`config.mk`:
```
export PLATFORM = sky130hd
export DESIGN_NAME = a2d_intf
export DESIGN_NICKNAME = d
export VERILOG_FILES = /design/src/rtl/a2d_pkg.sv /design/src/rtl/a2d_intf_spi_mnrch.sv /design/src/rtl/a2d_intf.sv
export SDC_FILE = /design/constraint.sdc
export NUM_CORES = 1
export LEC_CHECK = 0
export ABC_AREA = 1
export BUFFER_PORTS_ARGS = -buffer_cell sky130_fd_sc_hd__buf_2
export CAP_MARGIN = 20
export CORE_ASPECT_RATIO = 0.9
export CORE_UTILIZATION = 53
export CTS_BUF_LIST = sky130_fd_sc_hd__clkbuf_2
export CTS_CLUSTER_SIZE = 25
export DETAILED_ROUTE_END_ITERATION = 10
export PLACE_DENSITY = 0.82
export SYNTH_ARGS = -nofsm -noshare
export SYNTH_HDL_FRONTEND = slang
export SYNTH_SLANG_ARGS = --single-unit
```
`constraint.sdc`:
```
create_clock -name clk -period 1.6 [get_ports clk]
set_input_delay 0.24 -clock clk [delete_from_list [all_inputs] [get_ports clk]]
set_output_delay 0.24 -clock clk [all_outputs]
set_load 0.01 [all_outputs]
```
`src/rtl/a2d_pkg.sv`:
```
// a2d_pkg: shared types, widths and helpers for the A2D round-robin interface.
//   state_t      - conversion sequencer states
//   spi_state_t  - SPI master phase
//   CH_*         - A2D channel numbers for each reading
//   cmd_word()   - forms the 16-bit A2D command for a channel
//   rr_chnl()    - maps the round-robin pointer to its A2D channel
package a2d_pkg;

    localparam int unsigned DATA_W = 16;
    localparam int unsigned RES_W  = 12;
    localparam int unsigned CH_W   = 3;
    localparam int unsigned RR_W   = 2;
    localparam int unsigned BIT_W  = 4;

    typedef enum logic [1:0] {
        IDLE,
        CMD,
        GAP,
        READ
    } state_t;

    typedef enum logic [1:0] {
        SPI_IDLE,
        SPI_XFER,
        SPI_BACK
    } spi_state_t;

    localparam logic [CH_W-1:0] CH_LFT   = 3'd0;
    localparam logic [CH_W-1:0] CH_RGHT  = 3'd4;
    localparam logic [CH_W-1:0] CH_STEER = 3'd5;
    localparam logic [CH_W-1:0] CH_BATT  = 3'd6;

    // A2D command: channel number in bits [13:11], everything else zero.
    function automatic logic [DATA_W-1:0] cmd_word(input logic [CH_W-1:0] chnl);
        return {2'b00, chnl, 11'h000};
    endfunction

    // Round-robin slot to A2D channel.
    function automatic logic [CH_W-1:0] rr_chnl(input logic [RR_W-1:0] rr);
        logic [CH_W-1:0] ch;
        case (rr)
            2'd0:    ch = CH_LFT;
            2'd1:    ch = CH_RGHT;
            2'd2:    ch = CH_STEER;
            default: ch = CH_BATT;
        endcase
        return ch;
    endfunction

endpackage

```
`src/rtl/a2d_intf_spi_mnrch.sv`:
```
// spi_mnrch: 16-bit MSB-first SPI master (mode 3 style, SCLK idles high).
// Ports:
//   clk, rst_n  - system clock, async active-low reset
//   start       - begin a transaction (ignored while busy)
//   tx_data     - word shifted out on MOSI
//   rx_data     - word shifted in from MISO, valid from done onward
//   done        - one-clk pulse coincident with SS_n rising
//   SS_n, SCLK, MOSI - SPI outputs; MISO - SPI input
module spi_mnrch
    import a2d_pkg::*;
#(
    parameter int unsigned SCLK_DIV = 32
) (
    input  logic              clk,
    input  logic              rst_n,
    input  logic              start,
    input  logic [DATA_W-1:0] tx_data,
    output logic [DATA_W-1:0] rx_data,
    output logic              done,
    output logic              SS_n,
    output logic              SCLK,
    output logic              MOSI,
    input  logic              MISO
);

    localparam int unsigned     CNT_W    = $clog2(SCLK_DIV);
    localparam logic [CNT_W-1:0] CNT_HALF = CNT_W'(SCLK_DIV / 2);
    localparam logic [CNT_W-1:0] CNT_MAX  = CNT_W'(SCLK_DIV - 1);
    // Last count before the MSB sets, i.e. the clk that produces SCLK rise.
    localparam logic [CNT_W-1:0] CNT_RISE = CNT_W'(SCLK_DIV / 2 - 1);
    localparam logic [BIT_W-1:0] LAST_BIT = BIT_W'(DATA_W - 1);

    spi_state_t        state;
    logic [CNT_W-1:0]  cnt;
    logic [DATA_W-1:0] shreg;
    logic [BIT_W-1:0]  bit_cnt;

    // SCLK is the divider MSB; holding cnt at CNT_HALF keeps it high when idle.
    assign SCLK    = cnt[CNT_W-1];
    assign rx_data = shreg;

    // Transaction sequencing: front porch, 16 bit periods, back porch.
    // One shift register serves both directions: a fall shifts the next TX
    // bit out to MOSI and frees bit 0, which the following rise fills from MISO.
    always_ff @(posedge clk or negedge rst_n) begin
        if (!rst_n) begin
            state   <= SPI_IDLE;
            cnt     <= CNT_HALF;
            shreg   <= '0;
            bit_cnt <= '0;
            SS_n    <= 1'b1;
            MOSI    <= 1'b0;
            done    <= 1'b0;
        end else begin
            done <= 1'b0;
            case (state)
                SPI_IDLE: begin
                    if (start) begin
                        SS_n    <= 1'b0;
                        cnt     <= CNT_HALF;
                        shreg   <= tx_data;
                        bit_cnt <= '0;
                        state   <= SPI_XFER;
                    end
                end
                SPI_XFER: begin
                    cnt <= cnt + CNT_W'(1);
                    if (cnt == CNT_MAX) begin
                        MOSI  <= shreg[DATA_W-1];
                        shreg <= {shreg[DATA_W-2:0], 1'b0};
                    end else if (cnt == CNT_RISE) begin
                        shreg[0] <= MISO;
                        bit_cnt  <= bit_cnt + BIT_W'(1);
                        if (bit_cnt == LAST_BIT) begin
                            state <= SPI_BACK;
                        end
                    end
                end
                SPI_BACK: begin
                    // SCLK stays high: cnt runs HALF..MAX, never wrapping to 0.
                    if (cnt == CNT_MAX) begin
                        cnt   <= CNT_HALF;
                        SS_n  <= 1'b1;
                        done  <= 1'b1;
                        state <= SPI_IDLE;
                    end else begin
                        cnt <= cnt + CNT_W'(1);
                    end
                end
                default: begin
                    state <= SPI_IDLE;
                    cnt   <= CNT_HALF;
                    SS_n  <= 1'b1;
                end
            endcase
        end
    end

endmodule

```
`src/rtl/a2d_intf.sv`:
```
// a2d_intf: round-robin front end for the 8-channel SPI A2D converter.
// Each nxt pulse runs a command transaction then a read transaction and
// latches the 12-bit result into the reading for the current slot.
// Ports:
//   clk, rst_n - system clock, async active-low reset
//   nxt        - one-clk request for the next round-robin conversion
//   lft_ld     - channel 0 reading      rght_ld - channel 4 reading
//   steer_pot  - channel 5 reading      batt    - channel 6 reading
//   SS_n, SCLK, MOSI, MISO - SPI bus to the A2D
module a2d_intf
    import a2d_pkg::*;
#(
    parameter int unsigned SCLK_DIV = 32
) (
    input  logic             clk,
    input  logic             rst_n,
    input  logic             nxt,
    output logic [RES_W-1:0] lft_ld,
    output logic [RES_W-1:0] rght_ld,
    output logic [RES_W-1:0] steer_pot,
    output logic [RES_W-1:0] batt,
    output logic             SS_n,
    output logic             SCLK,
    output logic             MOSI,
    input  logic             MISO
);

    state_t            state;
    logic [RR_W-1:0]   rr;
    logic              start;
    logic              done;
    logic [DATA_W-1:0] tx_data;
    logic [DATA_W-1:0] rx_data;
    logic [RES_W-1:0]  rx_res;

    // rr only changes in IDLE, so the command is stable across both transactions.
    assign tx_data = cmd_word(rr_chnl(rr));
    // Upper nibble of the read word carries no conversion data.
    assign rx_res  = RES_W'(rx_data);

    spi_mnrch #(
        .SCLK_DIV (SCLK_DIV)
    ) u_spi (
        .clk     (clk),
        .rst_n   (rst_n),
        .start   (start),
        .tx_data (tx_data),
        .rx_data (rx_data),
        .done    (done),
        .SS_n    (SS_n),
        .SCLK    (SCLK),
        .MOSI    (MOSI),
        .MISO    (MISO)
    );

    // Conversion sequencer; start is a registered one-clk pulse.
    always_ff @(posedge clk or negedge rst_n) begin
        if (!rst_n) begin
            state     <= IDLE;
            rr        <= '0;
            start     <= 1'b0;
            lft_ld    <= '0;
            rght_ld   <= '0;
            steer_pot <= '0;
            batt      <= '0;
        end else begin
            start <= 1'b0;
            case (state)
                IDLE: begin
                    if (nxt) begin
                        start <= 1'b1;
                        state <= CMD;
                    end
                end
                CMD: begin
                    if (done) begin
                        state <= GAP;
                    end
                end
                GAP: begin
                    start <= 1'b1;
                    state <= READ;
                end
                READ: begin
                    if (done) begin
                        case (rr)
                            2'd0:    lft_ld    <= rx_res;
                            2'd1:    rght_ld   <= rx_res;
                            2'd2:    steer_pot <= rx_res;
                            default: batt      <= rx_res;
                        endcase
                        rr    <= rr + RR_W'(1);
                        state <= IDLE;
                    end
                end
                default: state <= IDLE;
            endcase
        end
    end

endmodule

```
==> out/results.ini <==
[logic_synthesis]
synth_nets=386
yosysTopAreaCell=dfrtp_1
synth.avg_cell_area_um2=10.1
ys_ff_latch=83
synthTopCellsByArea=dfrtp_1, nand2_1, o21ai_1
mappedNetlistArea_um2=3640
synth.top_cell.area_share_pct=55.7
synth_cell_types=29
postSynthCellCount=362
ys_warn_count=0
ys_seq_area_share_pct=57.2

[timing]
slew_headroom_pct=75.3
finClkSkew_ps=17.1
finalSetupViolCount=13
tightest_slew_ps=371
finalCritPeriodShare_pct=102
post-route-min-period_ps=1630
maxSlewViolCount=0
fmax_ghz=0.612
rsz0062_at_grt=yes
hold_viol_final=0
finalSetupTns_ps=-207
layout_setup_ws_ps=-35.0

[place]
place_hpwl_um=5240
place_area_um2=4140
place_congestion=0.841
portBuffers=54
dp.cells=511

[finish]
areaGrowthSynthToFinish_pct=23.6
final_core_util_pct=67.9
n_antenna_cell=0
stdcell_count=538
final_design_area_no_fill_um2=4500
final_cell_mix=dfrtp_1, nand2_1, o21ai_1
fin_nets=467
drive_above_1_share_pct=33.3
layout_commonest_cell=dfrtp_1

[critical_path]
required_ps=2080
critical_path_class=reg2reg
cp_max_fo=2
start_kind=flop
crit_arrival_ps=2110
cp-end-kind=flop

[power]
finalPower_w=0.00550
vdd_drop_max_mv=0.737
leakage_nw=2.23
powerDensity_nw_per_um2=1220

[outcome]
status=finished with violations
violations=negative setup slack

[detailed_routing]
via_per_inst=5.19
antenna_left=0
drc=0
wl_per_cell_um=14.3
wirelength_um=7680
vias=2790
drt_iter0_markers=155
firstDrtPassIters=5

[global_route]
grt_pass1_vias=2548
antenna_found_initial=0
grt_pass1_wl_um=12100
grt_max_degree=30
grt_overflow=0
grt_util_all_layers_pct=22.6

[cts]
cts_buffers=9
root_buffer=clkbuf_2
cts_buffer_depth=2
cts_tree=done
insertion_delay_ps=540
clock-sinks=83
htreeDepth=3
path_clk_slew_ps=220

[flow_run]
cap_viol_max_count=0

[floorplanning]
dieArea_um2=7200
io_pins=55
core_area_um2=6620
start_util_pct=55.0
die_x_um=89.3
row_count=28
die_y_um=80.6

[worst_hold_path]
hold_path_class=in2reg

==> layout make-up <==
type | instances | area (um2)
clock inverter | 7 | 75.1
multi-input combinational | 227 | 1430
sequential | 83 | 2080
clock buffer | 9 | 45.0
timing repair buffer | 83 | 612
tap | 90 | 113
inverter | 39 | 146
fill | 483 | 2130
==> path summary, 6_finish.rpt <==
path                                           endpoint  slack [ps]  depth (start not counted)                      from
max                            u_spi.cnt[4]$_DFFE_PN1P_         -30                          9  u_spi.cnt[0]$_DFFE_PN0P_
min                        u_spi.rx_data[0]$_DFFE_PN0P_          60                          5                      MISO
max reg2reg                    u_spi.cnt[4]$_DFFE_PN1P_         -30                          9  u_spi.cnt[0]$_DFFE_PN0P_
min reg2reg                        batt[11]$_DFFE_PN0P_         520                          2      batt[11]$_DFFE_PN0P_
max in group asynchronous      u_spi.cnt[4]$_DFFE_PN1P_         860                          3                     rst_n
min in group asynchronous      steer_pot[7]$_DFFE_PN0P_         120                          2                     rst_n
==> layer usage <==
| layer | part of all wire (%) | vias to the layer above | routed length [um] | GRT usage, % |
|---|---|---|---|---|
| li1 | - | 1344 | - | - |
| met2 | 48 | 80 | 3730 | 35.3 |
| met1 | 46 | 1356 | 3500 | 30.8 |
| met3 | 4.5 | 10 | 347 | 5.65 |
| met4 | 1.4 | 0 | 108 | 7.46 |
| met5 | 0 | - | 0 | 0 |
==> cell usage after synthesis <==
master and number:
nand2_4 1, a21oi_1 2, a31oi_1 1, nor2_1 10, nor3_2 1, ha_1 20
o21ai_0 8, xor2_1 3, o21ai_1 59, buf_12 1, buf_6 1, nand2_1 85
nor2_4 1, dfstp_2 2, dfrtp_1 81, o21ai_2 1, o22ai_2 10, inv_2 4
inv_1 35, nand2_2 7, nand4_1 4, nand3_2 1, nor2_8 1, or2_0 1
o22ai_1 4, buf_2 8, nand3_1 6, buf_4 3, a21o_1 1
==> repair_timing <==
action                                  4_1_cts  5_1_grt
hold buffers                                  2        0
pin swaps                                     5       19
endpoints found under the setup margin       27       28
resized for setup                             6       24
endpoints found under the hold margin        82        0
buffers inserted                              2        6
cloned                                        0        1
==> cell families (layout without fill, tap and decap cells) <==
group,after synthesis,count (layout),share of synthesized area [%]
AO/OA/AOI/OAI,86,86,14.2
XOR/XNOR,3,3,0.722
adder cells (fa/ha/maj),20,20,6.88
buffers and inverters,52,138,6.60
flip-flops,83,83,57.2
AND/OR/NAND/NOR,118,118,14.4
==> worst max-delay path: stages, from the launching register on <==
cell and delay, ps:
dfrtp_1 410, ha_2 190, nand3_2 100, buf_4 150
buf_4 120, buf_4 120, ha_2 160, o22ai_2 170
nor2_1 70, nor2_1 110
==> per-stage QoR <==
step / hold slack, ps / setup slack [ps]
2_1_floorplan: -55.6 / 18.8
3_3_place_gp: 172 / -5.69
3_5_place_dp: 179 / -115
4_1_cts: 15.2 / -8.04
5_1_grt: 45.7 / -146
6_report: 62.6 / -35.0
==> registers in the layout (all words and copies together) (netlist names), 4 cells and up <==
register	cells
batt	12
lft_ld	12
u_spi.cnt	5
u_spi.rx_data	16
u_spi.bit_cnt	4
steer_pot	12
rght_ld	12
==> report_power, final <==
| group | internal, W | switching (W) | total (W) |
|---|---|---|---|
| Clock | 0.000367 | 0.000738 | 0.00110 |
| Combinational | 0.000841 | 0.00119 | 0.00204 |
| Sequential | 0.00225 | 0.000107 | 0.00236 |
| Total | 0.00346 | 0.00204 | 0.00550 |
Note: power is estimated with default switching activity, not from simulation.
